--- config.mk ---
export PLATFORM = sky130hd
export DESIGN_NAME = ahb_dual_arbiter
export DESIGN_NICKNAME = d
export VERILOG_FILES = /design/src/rtl/ahb_dual_arbiter.sv
export SDC_FILE = /design/constraint.sdc
export NUM_CORES = 1
export LEC_CHECK = 0
export ABC_AREA = 1
export CORE_AREA = 5 5 154 156
export DETAILED_ROUTE_END_ITERATION = 8
export DIE_AREA = 0 0 159 161
export HOLD_SLACK_MARGIN = 0.06
export PLACE_DENSITY = 0.7
export SLEW_MARGIN = 20
export SYNTH_ARGS = -nofsm -noshare
export SYNTH_HDL_FRONTEND = slang
export SYNTH_SLANG_ARGS = --single-unit
export TNS_END_PERCENT = 10
--- constraint.sdc ---
create_clock -name s_clk_i -period 1.9 [get_ports s_clk_i]
set_clock_uncertainty 0.2 [all_clocks]
set_input_delay 0.38 -clock s_clk_i [delete_from_list [all_inputs] [get_ports s_clk_i]]
set_output_delay 0.38 -clock s_clk_i [all_outputs]
set_load 0.05 [all_outputs]
--- src/rtl/ahb_dual_arbiter.sv ---
// Two-master AHB-Lite arbiter: the instruction and data buses share one slave port.
// Each master has a one-entry address-phase buffer, so a transfer that loses arbitration is replayed later.
module ahb_dual_arbiter #(
    parameter int unsigned DATA_PRIO = 1
) (
    input  logic        s_clk_i,
    input  logic        s_resetn_i,
    // instruction master
    input  logic [31:0] s_i_haddr_i,
    input  logic [31:0] s_i_hwdata_i,
    input  logic [1:0]  s_i_htrans_i,
    input  logic [2:0]  s_i_hsize_i,
    input  logic [2:0]  s_i_hburst_i,
    input  logic [3:0]  s_i_hprot_i,
    input  logic        s_i_hwrite_i,
    input  logic        s_i_hmastlock_i,
    input  logic [6:0]  s_i_hwchecksum_i,
    input  logic [5:0]  s_i_hparity_i,
    output logic [31:0] s_i_hrdata_o,
    output logic [6:0]  s_i_hrchecksum_o,
    output logic        s_i_hready_o,
    output logic        s_i_hresp_o,
    // data master
    input  logic [31:0] s_d_haddr_i,
    input  logic [31:0] s_d_hwdata_i,
    input  logic [1:0]  s_d_htrans_i,
    input  logic [2:0]  s_d_hsize_i,
    input  logic [2:0]  s_d_hburst_i,
    input  logic [3:0]  s_d_hprot_i,
    input  logic        s_d_hwrite_i,
    input  logic        s_d_hmastlock_i,
    input  logic [6:0]  s_d_hwchecksum_i,
    input  logic [5:0]  s_d_hparity_i,
    output logic [31:0] s_d_hrdata_o,
    output logic [6:0]  s_d_hrchecksum_o,
    output logic        s_d_hready_o,
    output logic        s_d_hresp_o,
    // shared slave port
    output logic [31:0] s_m_haddr_o,
    output logic [31:0] s_m_hwdata_o,
    output logic [1:0]  s_m_htrans_o,
    output logic [2:0]  s_m_hsize_o,
    output logic [2:0]  s_m_hburst_o,
    output logic [3:0]  s_m_hprot_o,
    output logic        s_m_hwrite_o,
    output logic        s_m_hmastlock_o,
    output logic [6:0]  s_m_hwchecksum_o,
    output logic [5:0]  s_m_hparity_o,
    input  logic [31:0] s_m_hrdata_i,
    input  logic [6:0]  s_m_hrchecksum_i,
    input  logic        s_m_hready_i,
    input  logic        s_m_hresp_i,
    output logic [1:0]  s_owner_o
);

    typedef enum logic [1:0] {ST_IDLE, ST_PEND, ST_DATA} stage_e;
    typedef enum logic [2:0] {GNT_NONE, GNT_I_LIVE, GNT_I_BUF, GNT_D_LIVE, GNT_D_BUF} grant_e;

    typedef struct packed {
        logic [31:0] haddr;
        logic [1:0]  htrans;
        logic [2:0]  hsize;
        logic [2:0]  hburst;
        logic [3:0]  hprot;
        logic        hwrite;
        logic        hmastlock;
        logic [5:0]  hparity;
    } aphase_t;

    localparam logic [1:0] OWN_NONE = 2'd0;
    localparam logic [1:0] OWN_I    = 2'd1;
    localparam logic [1:0] OWN_D    = 2'd2;
    localparam bit         PRIO_D   = (DATA_PRIO != 0);

    stage_e     i_state_q, i_state_d, d_state_q, d_state_d;
    aphase_t    i_buf_q, i_buf_d, d_buf_q, d_buf_d;
    grant_e     grant_q, grant_d;
    logic [1:0] owner_q, owner_d;
    logic       lock_q, lock_d;
    logic       lock_on_d_q, lock_on_d_d;

    aphase_t    i_live, d_live, m_aphase;
    grant_e     grant_arb, grant_sel;
    logic       i_hready, d_hready;
    logic       i_live_req, d_live_req;
    logic       i_buf_ok, d_buf_ok, i_live_ok, d_live_ok;
    logic       i_granted, d_granted, i_capture, d_capture;

    assign i_live = '{haddr: s_i_haddr_i, htrans: s_i_htrans_i, hsize: s_i_hsize_i,
                      hburst: s_i_hburst_i, hprot: s_i_hprot_i, hwrite: s_i_hwrite_i,
                      hmastlock: s_i_hmastlock_i, hparity: s_i_hparity_i};
    assign d_live = '{haddr: s_d_haddr_i, htrans: s_d_htrans_i, hsize: s_d_hsize_i,
                      hburst: s_d_hburst_i, hprot: s_d_hprot_i, hwrite: s_d_hwrite_i,
                      hmastlock: s_d_hmastlock_i, hparity: s_d_hparity_i};

    function automatic stage_e stage_next(input stage_e cur, input logic granted,
                                          input logic capture, input logic ready);
        stage_e nxt;
        nxt = cur;
        if (granted)
            nxt = ST_DATA;
        else if (capture)
            nxt = ST_PEND;
        else if (cur == ST_DATA && ready)
            nxt = ST_IDLE;
        return nxt;
    endfunction

    // A live request only exists while the master itself sees hready high.
    always_comb begin
        i_hready   = (i_state_q == ST_DATA) ? s_m_hready_i : (i_state_q != ST_PEND);
        d_hready   = (d_state_q == ST_DATA) ? s_m_hready_i : (d_state_q != ST_PEND);
        i_live_req = s_resetn_i && s_i_htrans_i[1] && i_hready;
        d_live_req = s_resetn_i && s_d_htrans_i[1] && d_hready;
    end

    // NOTE: every signal written in a combinational block gets a default first, otherwise a latch is inferred.
    always_comb begin
        grant_arb = GNT_NONE;
        i_buf_ok  = (i_state_q == ST_PEND) && (!lock_q || !lock_on_d_q);
        d_buf_ok  = (d_state_q == ST_PEND) && (!lock_q ||  lock_on_d_q);
        i_live_ok = i_live_req && (!lock_q || !lock_on_d_q);
        d_live_ok = d_live_req && (!lock_q ||  lock_on_d_q);

        if (!s_resetn_i)
            grant_arb = GNT_NONE;
        else if (i_buf_ok && d_buf_ok) begin
            if (PRIO_D) grant_arb = GNT_D_BUF;
            else        grant_arb = GNT_I_BUF;
        end
        else if (i_buf_ok)
            grant_arb = GNT_I_BUF;
        else if (d_buf_ok)
            grant_arb = GNT_D_BUF;
        else if (i_live_ok && d_live_ok) begin
            if (PRIO_D) grant_arb = GNT_D_LIVE;
            else        grant_arb = GNT_I_LIVE;
        end
        else if (i_live_ok)
            grant_arb = GNT_I_LIVE;
        else if (d_live_ok)
            grant_arb = GNT_D_LIVE;

        if (!s_resetn_i)
            grant_sel = GNT_NONE;
        else if (s_m_hready_i)
            grant_sel = grant_arb;
        else
            grant_sel = grant_q;

        m_aphase = '0;
        case (grant_sel)
            GNT_I_LIVE: m_aphase = i_live;
            GNT_I_BUF:  m_aphase = i_buf_q;
            GNT_D_LIVE: m_aphase = d_live;
            GNT_D_BUF:  m_aphase = d_buf_q;
            default:    m_aphase = '0;
        endcase
    end

    always_comb begin
        i_granted = s_m_hready_i && (grant_arb == GNT_I_LIVE || grant_arb == GNT_I_BUF);
        d_granted = s_m_hready_i && (grant_arb == GNT_D_LIVE || grant_arb == GNT_D_BUF);
        i_capture = i_live_req && !(s_m_hready_i && grant_arb == GNT_I_LIVE);
        d_capture = d_live_req && !(s_m_hready_i && grant_arb == GNT_D_LIVE);

        i_state_d = stage_next(i_state_q, i_granted, i_capture, s_m_hready_i);
        d_state_d = stage_next(d_state_q, d_granted, d_capture, s_m_hready_i);
        i_buf_d   = i_capture ? i_live : i_buf_q;
        d_buf_d   = d_capture ? d_live : d_buf_q;

        grant_d     = grant_q;
        owner_d     = owner_q;
        lock_d      = lock_q;
        lock_on_d_d = lock_on_d_q;
        if (s_m_hready_i) begin
            grant_d = grant_arb;
            owner_d = i_granted ? OWN_I : (d_granted ? OWN_D : OWN_NONE);
            // An idle cycle keeps the lock only while the holder still drives hmastlock.
            if (grant_arb != GNT_NONE) begin
                lock_d      = m_aphase.hmastlock;
                lock_on_d_d = d_granted;
            end else begin
                lock_d = lock_q && (lock_on_d_q ? s_d_hmastlock_i : s_i_hmastlock_i);
            end
        end
    end

    // NOTE: sequential state uses non-blocking assignments only; blocking here would race with other flops.
    always_ff @(posedge s_clk_i) begin
        if (!s_resetn_i) begin
            i_state_q   <= ST_IDLE;
            d_state_q   <= ST_IDLE;
            i_buf_q     <= '0;
            d_buf_q     <= '0;
            grant_q     <= GNT_NONE;
            owner_q     <= OWN_NONE;
            lock_q      <= 1'b0;
            lock_on_d_q <= 1'b0;
        end else begin
            i_state_q   <= i_state_d;
            d_state_q   <= d_state_d;
            i_buf_q     <= i_buf_d;
            d_buf_q     <= d_buf_d;
            grant_q     <= grant_d;
            owner_q     <= owner_d;
            lock_q      <= lock_d;
            lock_on_d_q <= lock_on_d_d;
        end
    end

    assign s_m_haddr_o     = m_aphase.haddr;
    assign s_m_htrans_o    = m_aphase.htrans;
    assign s_m_hsize_o     = m_aphase.hsize;
    assign s_m_hburst_o    = m_aphase.hburst;
    assign s_m_hprot_o     = m_aphase.hprot;
    assign s_m_hwrite_o    = m_aphase.hwrite;
    assign s_m_hmastlock_o = m_aphase.hmastlock;
    assign s_m_hparity_o   = m_aphase.hparity;

    // Write data and its checksum follow the data-phase owner, not the address-phase grant.
    assign s_m_hwdata_o     = (owner_q == OWN_D) ? s_d_hwdata_i :
                              (owner_q == OWN_I) ? s_i_hwdata_i : '0;
    assign s_m_hwchecksum_o = (owner_q == OWN_D) ? s_d_hwchecksum_i :
                              (owner_q == OWN_I) ? s_i_hwchecksum_i : '0;

    assign s_i_hrdata_o     = s_m_hrdata_i;
    assign s_d_hrdata_o     = s_m_hrdata_i;
    assign s_i_hrchecksum_o = s_m_hrchecksum_i;
    assign s_d_hrchecksum_o = s_m_hrchecksum_i;
    assign s_i_hready_o     = i_hready;
    assign s_d_hready_o     = d_hready;
    assign s_i_hresp_o      = s_m_hresp_i && (owner_q == OWN_I);
    assign s_d_hresp_o      = s_m_hresp_i && (owner_q == OWN_D);
    assign s_owner_o        = owner_q;

endmodule

==> results.json, run 1 <==
{
  "via_per_inst": 5.172,
  "holdBufCountCts": 0,
  "clk_pin_slew_worst_paths_ps": 50,
  "first_global_vias": 8097,
  "min-delay-path-class": "in -> reg",
  "grt_antenna_before_repair": 1,
  "total_buffers_and_inverters_traversed_by_the_critical_path": 4,
  "synth_top_area_share_pct": 34.06,
  "slowest_stage": "sky130_fd_sc_hd__dfxtp_2",
  "place_hpwl_um": 20530,
  "timing.final.setup_violations": 205,
  "min_period_ps": 2969,
  "portbufs": 282,
  "layout_setup_ws_ps": -1069,
  "relSlewSlack_pct": 58.39,
  "final_net_count": 1498,
  "globalRouteTotalUtil_pct": 22.05,
  "floorplan.initialDensity_pct": 30.41,
  "dr_vias": 8130,
  "critPathRequiredTime_ps": 1320,
  "met3_usage_pct": 5.103,
  "grt_pass1_wl_um": 45470,
  "arrival_ps": 2390,
  "unrepaired_setup_endpoints_after_global_routing": "yes",
  "drt_first_iter_violations": 489,
  "wl_per_cell_um": 19.76,
  "combinationalPowerShare_pct": 35.2,
  "ant_nets": 0,
  "worstHoldStart": "s_resetn_i",
  "synth_area_leader_cell": "sky130_fd_sc_hd__dfxtp_1",
  "post-route-drc-count": 0,
  "crit_path_max_incr_delay_ps": 350,
  "grt_start_max_net_pins": 67,
  "synth.net_count": 1228,
  "die_h_um": 161,
  "regToRegSetupSlack_ps": -850,
  "ios": 400,
  "cpLargestDelayFamily": "simple AND/OR/NAND/NOR gates",
  "cts_max_level": 4,
  "fp.dieW_um": 159,
  "timing.final.max_slew_violations": 0,
  "synthDistinctLibCells": 26,
  "hold_ws_ps": 93.70,
  "avgSynthCellArea_um2": 6.739,
  "switching_pwr_mw": 3.067,
  "gr-total-overflow": 0,
  "path_max_fanout": 5,
  "finalSetupTns_ps": -121950,
  "synth-warning-count": 0,
  "rr_endpoint": "d_buf_q[3]",
  "startpoint_type": "register",
  "clock_tree.root_cell": "sky130_fd_sc_hd__clkbuf_16",
  "crit_type": "reg -> out",
  "grt_util_met2_pct": 36.74,
  "end_kind": "output pin",
  "dieArea_um2": 25600,
  "synthCells": 1003,
  "max_fclk_ghz": 0.3369,
  "cts-buffers-inserted": 17,
  "timing.max_cap.violations": 0,
  "ir_drop_mv": 0.5541,
  "grt.met1_usage_pct": 28.12,
  "core_region_area_um2": 22230,
  "clock_tree.buffer_depth": 2,
  "row_count": 55,
  "gp_congestion": 0.8690,
  "critical_path.cell_chain": "inv_2 > nand3_4 > nand4_1 > nand2_1 > nand2_2 > nand2_4 > nand3_4 > nor2_4 > buf_6 > clkbuf_16 > nand2_2 > o2111ai_4 > buf_12",
  "status": "finished, violations left",
  "r2r_start": "d_state_q[1]",
  "worst_slew_pin_slew_ps": 624.1,
  "power_density_nw_per_um2": 692.6,
  "number_of_optimization_iterations_in_the_first_detailed_route_pass": 5,
  "clock_latency_ps": 420,
  "wirelength_um": 31070,
  "final.period_utilization_pct": 156.2,
  "synth_seq_area_share_pct": 34.06,
  "hold_viol_final": 0,
  "hold_crit_endpoint": "d_buf_q[20]",
  "synthesis.area_um2": 6759,
  "netlist_top_cells_area": "sky130_fd_sc_hd__dfxtp_1, sky130_fd_sc_hd__o21ai_0, sky130_fd_sc_hd__buf_4",
  "drive_above_1_share_pct": 35.38,
  "internal-power_mw": 6.272,
  "area_delta_synth_final_pct": 99.50,
  "power.leakage_nw": 5.277,
  "cts_num_sinks": 115,
  "reg2reg_depth": 18,
  "sequentialPowerShare_pct": 29.1,
  "violations": "setup timing",
  "tritoncts": "done",
  "p_clk_share_pct": 35.7,
  "timing.hold.worst_path_depth": 3,
  "top_usage_layer": "met2",
  "power_switching_share_pct": 32.84,
  "ys_seq_elements": 115
}
[registers in the layout, indices dropped and copies added (netlist names)]
name,count
lock_q,1
lock_on_d_q,1
grant_q,3
s_owner_o,2
i_state_q,2
d_buf_q,52
i_buf_q,52
d_state_q,2
[through the flow]
| step | cells | utilization [%] | area, um2 | power [mW] | setup WS (ps) |
|---|---|---|---|---|---|
| 6_report | 1572 | 60.66 | 13480 | 9.339 | -1069 |
| 5_1_grt | 1572 | 60.66 | 13480 | 9.712 | -1138 |
| 4_1_cts | 1552 | 57.95 | 12880 | 9.207 | -1031 |
| 3_5_place_dp | 1491 | 52.24 | 11610 | 5.681 | -1197 |
| 3_3_place_gp | 1491 | 52.24 | 11610 | 5.643 | -1201 |
| 2_1_floorplan | 1003 | - | 8194 | 4.777 | -400.4 |
[routing by layer]
| layer | wire, um | up-vias |
|---|---|---|
| met1 | 12770 | 3879 |
| met2 | 15410 | 323 |
| met3 | 1940 | 67 |
| met4 | 947 | 0 |
| li1 | - | 3861 |
| met5 | 0 | - |
[synthesized netlist by cell type (all sizes together)]
library cell,n
nand2,134
inv,113
clkbuf,42
o211ai,1
or2,1
clkinv,2
buf,113
dfxtp,115
nand4,58
o2111ai,51
o21a,1
a211oi,2
a21oi,57
o31ai,1
nand3,46
a22oi,1
o21ai,144
nor2,121
[tightest hold or removal path: cells and delay by family]
| family | cells | cell delay [ps] |
|---|---|---|
| AOI/OAI and AO/OA | 2 | 130 |
| buffers and inverters | 1 | 150 |
[power groups by stage]
| stage | logic [mW] | registers (mW) | clock network, mW |
|---|---|---|---|
| CTS | 3.13 | 2.70 | 3.38 |
| floorplan | 2.04 | 2.74 | 0 |
| global placement | 2.90 | 2.74 | 0 |
| global route | 3.48 | 2.73 | 3.50 |
| detailed placement | 2.93 | 2.75 | 0 |
| finish | 3.29 | 2.71 | 3.34 |
[worst max-delay path by stage]
stage	from	end	slack [ps]	depth (start not counted)
after floorplan	s_m_hready_i	s_m_haddr_o[0]	-400	10
after global placement	s_m_hready_i	s_m_haddr_o[0]	-1200	9
after detailed placement	s_m_hready_i	s_m_hburst_o[1]	-1200	13
after CTS	d_state_q[1]	s_m_haddr_o[1]	-1030	11
after global routing	d_state_q[1]	s_m_hparity_o[2]	-1140	13
final	d_state_q[0]	s_m_hparity_o[4]	-1070	13
[layout by cell type (no fill, tap or decap), drive strengths merged, types with 3 or more instances in the layout]
cell type	synthesis	layout
buf	113	214
clkdlybuf4s50	0	181
o21ai	144	144
nand2	134	134
nor2	121	121
dfxtp	115	115
inv	113	114
nand4	58	58
a21oi	57	57
o2111ai	51	51
nand3	46	46
clkbuf	42	28
clkinv	2	7
clkinvlp	0	3
bufinv	0	3
dlygate4sd2	0	3
[repair_timing]
item / CTS / global route
endpoints found under the setup margin: 202 / 207
gates resized for setup: 123 / 118
gates cloned: 4 / 11
setup buffers: 25 / 9
pin swaps: 19 / 35
[final cells by class]
class	instances	area, um2
Inverter	115	437.9
Timing Repair Buffer	406	4960
Clock inverter	12	153.9
Clock buffer	20	457.9
Tap cell	285	356.6
Multi-Input combinational cell	618	4797
Antenna cell	1	2.502
Fill cell	1808	8743
Sequential cell	115	2318
[cells by family (layout without fill, tap and decap cells)]
group           after synthesis  count (layout)  synth area share (%)
compound gates              258             258                 22.33
buf+inv                     270             553                 19.99
flops                       115             115                 34.06
other cells                   0               1                     0
simple gates                360             360                 23.62
Note: power is estimated with default switching activity, not from simulation.
==> run 2, diff against run 1 <==
GPL_TIMING_DRIVEN = 1   (was not set)
SKIP_CTS_REPAIR_TIMING = 1   (was not set)
==> results.json, run 2 (synthesis results as in run 1) <==
{
  "r2r_start": "d_state_q[1]",
  "layout_commonest_cell": "sky130_fd_sc_hd__clkdlybuf4s50_1",
  "switching_pwr_mw": 3.025,
  "violations": "setup timing",
  "power_switching_share_pct": 32.66,
  "unrepaired_setup_endpoints_after_global_routing": "yes",
  "critPathRequiredTime_ps": 1320,
  "final_net_count": 1475,
  "worstHoldStart": "s_resetn_i",
  "cts_max_level": 4,
  "wl_per_cell_um": 19.48,
  "clock_tree.buffer_depth": 2,
  "dieArea_um2": 25600,
  "hold_ws_ps": 61.72,
  "mostFrequentLayoutCells": "sky130_fd_sc_hd__clkdlybuf4s50_1, sky130_fd_sc_hd__nor2_1, sky130_fd_sc_hd__dfxtp_1, sky130_fd_sc_hd__inv_1, sky130_fd_sc_hd__nand2_1",
  "gp_congestion": 0.8690,
  "cts-buffers-inserted": 17,
  "min-delay-path-class": "in -> reg",
  "max_fclk_ghz": 0.3327,
  "relSlewSlack_pct": 55.79,
  "p_clk_share_pct": 35.9,
  "number_of_optimization_iterations_in_the_first_detailed_route_pass": 5,
  "floorplan.initialDensity_pct": 30.41,
  "ir_drop_mv": 0.5559,
  "power_density_nw_per_um2": 702.3,
  "timing.max_cap.violations": 0,
  "timing.hold.worst_path_depth": 3,
  "sequentialPowerShare_pct": 29.2,
  "clock_latency_ps": 410,
  "rr_endpoint": "lock_q",
  "timing.final.setup_violations": 204,
  "via_per_inst": 5.160,
  "tritoncts": "done",
  "drt_first_iter_violations": 531,
  "globalRouteTotalUtil_pct": 20.89,
  "startpoint_type": "register",
  "path_max_fanout": 20,
  "slowest_stage": "sky130_fd_sc_hd__dfxtp_2",
  "crit_type": "reg -> out",
  "hold_crit_endpoint": "d_buf_q[20]",
  "min_period_ps": 3006,
  "regToRegSetupSlack_ps": -300,
  "critical_path.cell_chain": "buf_6 > nand3_2 > nand4_1 > nand2_2 > nand2_4 > a21oi_4 > nor2_4 > buf_12 > clkbuf_16 > nand2_1 > o2111ai_4 > buf_12",
  "ant_nets": 0,
  "total_buffers_and_inverters_traversed_by_the_critical_path": 4,
  "portbufs": 282,
  "area_delta_synth_final_pct": 95.11,
  "cpLargestDelayFamily": "simple AND/OR/NAND/NOR gates",
  "die_h_um": 161,
  "final_core_utilization_pct": 59.33,
  "crit_top_cell": "sky130_fd_sc_hd__buf_12",
  "grt_pass1_wl_um": 43270,
  "grt_start_max_net_pins": 67,
  "cts_num_sinks": 115,
  "wirelength_um": 30180,
  "clk_pin_slew_worst_paths_ps": 50,
  "power.leakage_nw": 5.090,
  "status": "finished, violations left",
  "final.period_utilization_pct": 158.2,
  "largestRegisters": "d_buf_q: 52 flops, i_buf_q: 52 flops, grant_q: 3 flops",
  "layout_setup_ws_ps": -1106,
  "clock_tree.root_cell": "sky130_fd_sc_hd__clkbuf_16",
  "crit_path_max_incr_delay_ps": 320,
  "grt_antenna_before_repair": 0,
  "internal-power_mw": 6.238,
  "place_hpwl_um": 20530,
  "row_count": 55,
  "fp.dieW_um": 159,
  "core_region_area_um2": 22230,
  "ios": 400,
  "post-route-drc-count": 0,
  "reg2reg_depth": 16,
  "combinationalPowerShare_pct": 34.9,
  "end_kind": "output pin",
  "worst_slew_pin_slew_ps": 663.2,
  "drive_above_1_share_pct": 32.70,
  "first_global_vias": 7729,
  "timing.final.max_slew_violations": 0,
  "arrival_ps": 2430,
  "dr_vias": 7993,
  "gr-total-overflow": 0,
  "hold_viol_final": 0,
  "finalPower_mw": 9.262
}
run 2: worst min-delay path, cell delays in order:
cell and delay, ps:
sky130_fd_sc_hd__buf_2 150, sky130_fd_sc_hd__o21ai_2 60, sky130_fd_sc_hd__a21oi_1 40
run 2: worst max-delay path by stage:
stage / startpoint / depth (start not counted) / end
floorplan: s_m_hready_i / 10 / s_m_haddr_o[0]
global placement: s_m_hready_i / 9 / s_m_haddr_o[0]
detailed placement: s_m_hready_i / 13 / s_m_hburst_o[1]
CTS: s_m_hready_i / 13 / s_m_hburst_o[1]
global route: d_state_q[1] / 13 / s_m_haddr_o[23]
finish: d_state_q[1] / 12 / s_m_hparity_o[4]
run 2: final cells by class:
| type | count | area (um2) |
|---|---|---|
| antenna | 1 | 2.502 |
| clock buffer | 20 | 457.9 |
| fill | 1852 | 9040 |
| inverter | 115 | 437.9 |
| tap | 285 | 356.6 |
| clock inverter | 12 | 153.9 |
| multi-input combinational | 618 | 4712 |
| timing repair buffer | 383 | 4751 |
| sequential | 115 | 2316 |
run 2: per-layer routing:
layer / vias up / global-route usage, % / part of all wire [%]
met1: 3813 / 27.51 / 41
met4: 0 / 6.630 / 2.7
met5: - / 0 / 0
met2: 314 / 34.08 / 50
met3: 57 / 4.823 / 6.3
li1: 3809 / - / -
run 2: power groups by stage:
stage	Sequential, mW	Combinational (mW)	Clock [mW]
finish	2.71	3.23	3.32
global route	2.73	3.42	3.49
CTS	2.70	2.95	3.38
detailed placement	2.75	2.93	0
global placement	2.74	2.90	0
floorplan	2.74	2.04	0
run 2: stage by stage:
step	setup TNS (ps)	instance area, um2	instances	setup slack [ps]
3_3_place_gp	-116760	11610	1491	-1201
3_5_place_dp	-117290	11610	1491	-1197
4_1_cts	-90910	12220	1523	-1222
5_1_grt	-100460	13190	1548	-1185
2_1_floorplan	-22370	8194	1003	-400.4
6_report	-81040	13190	1549	-1106
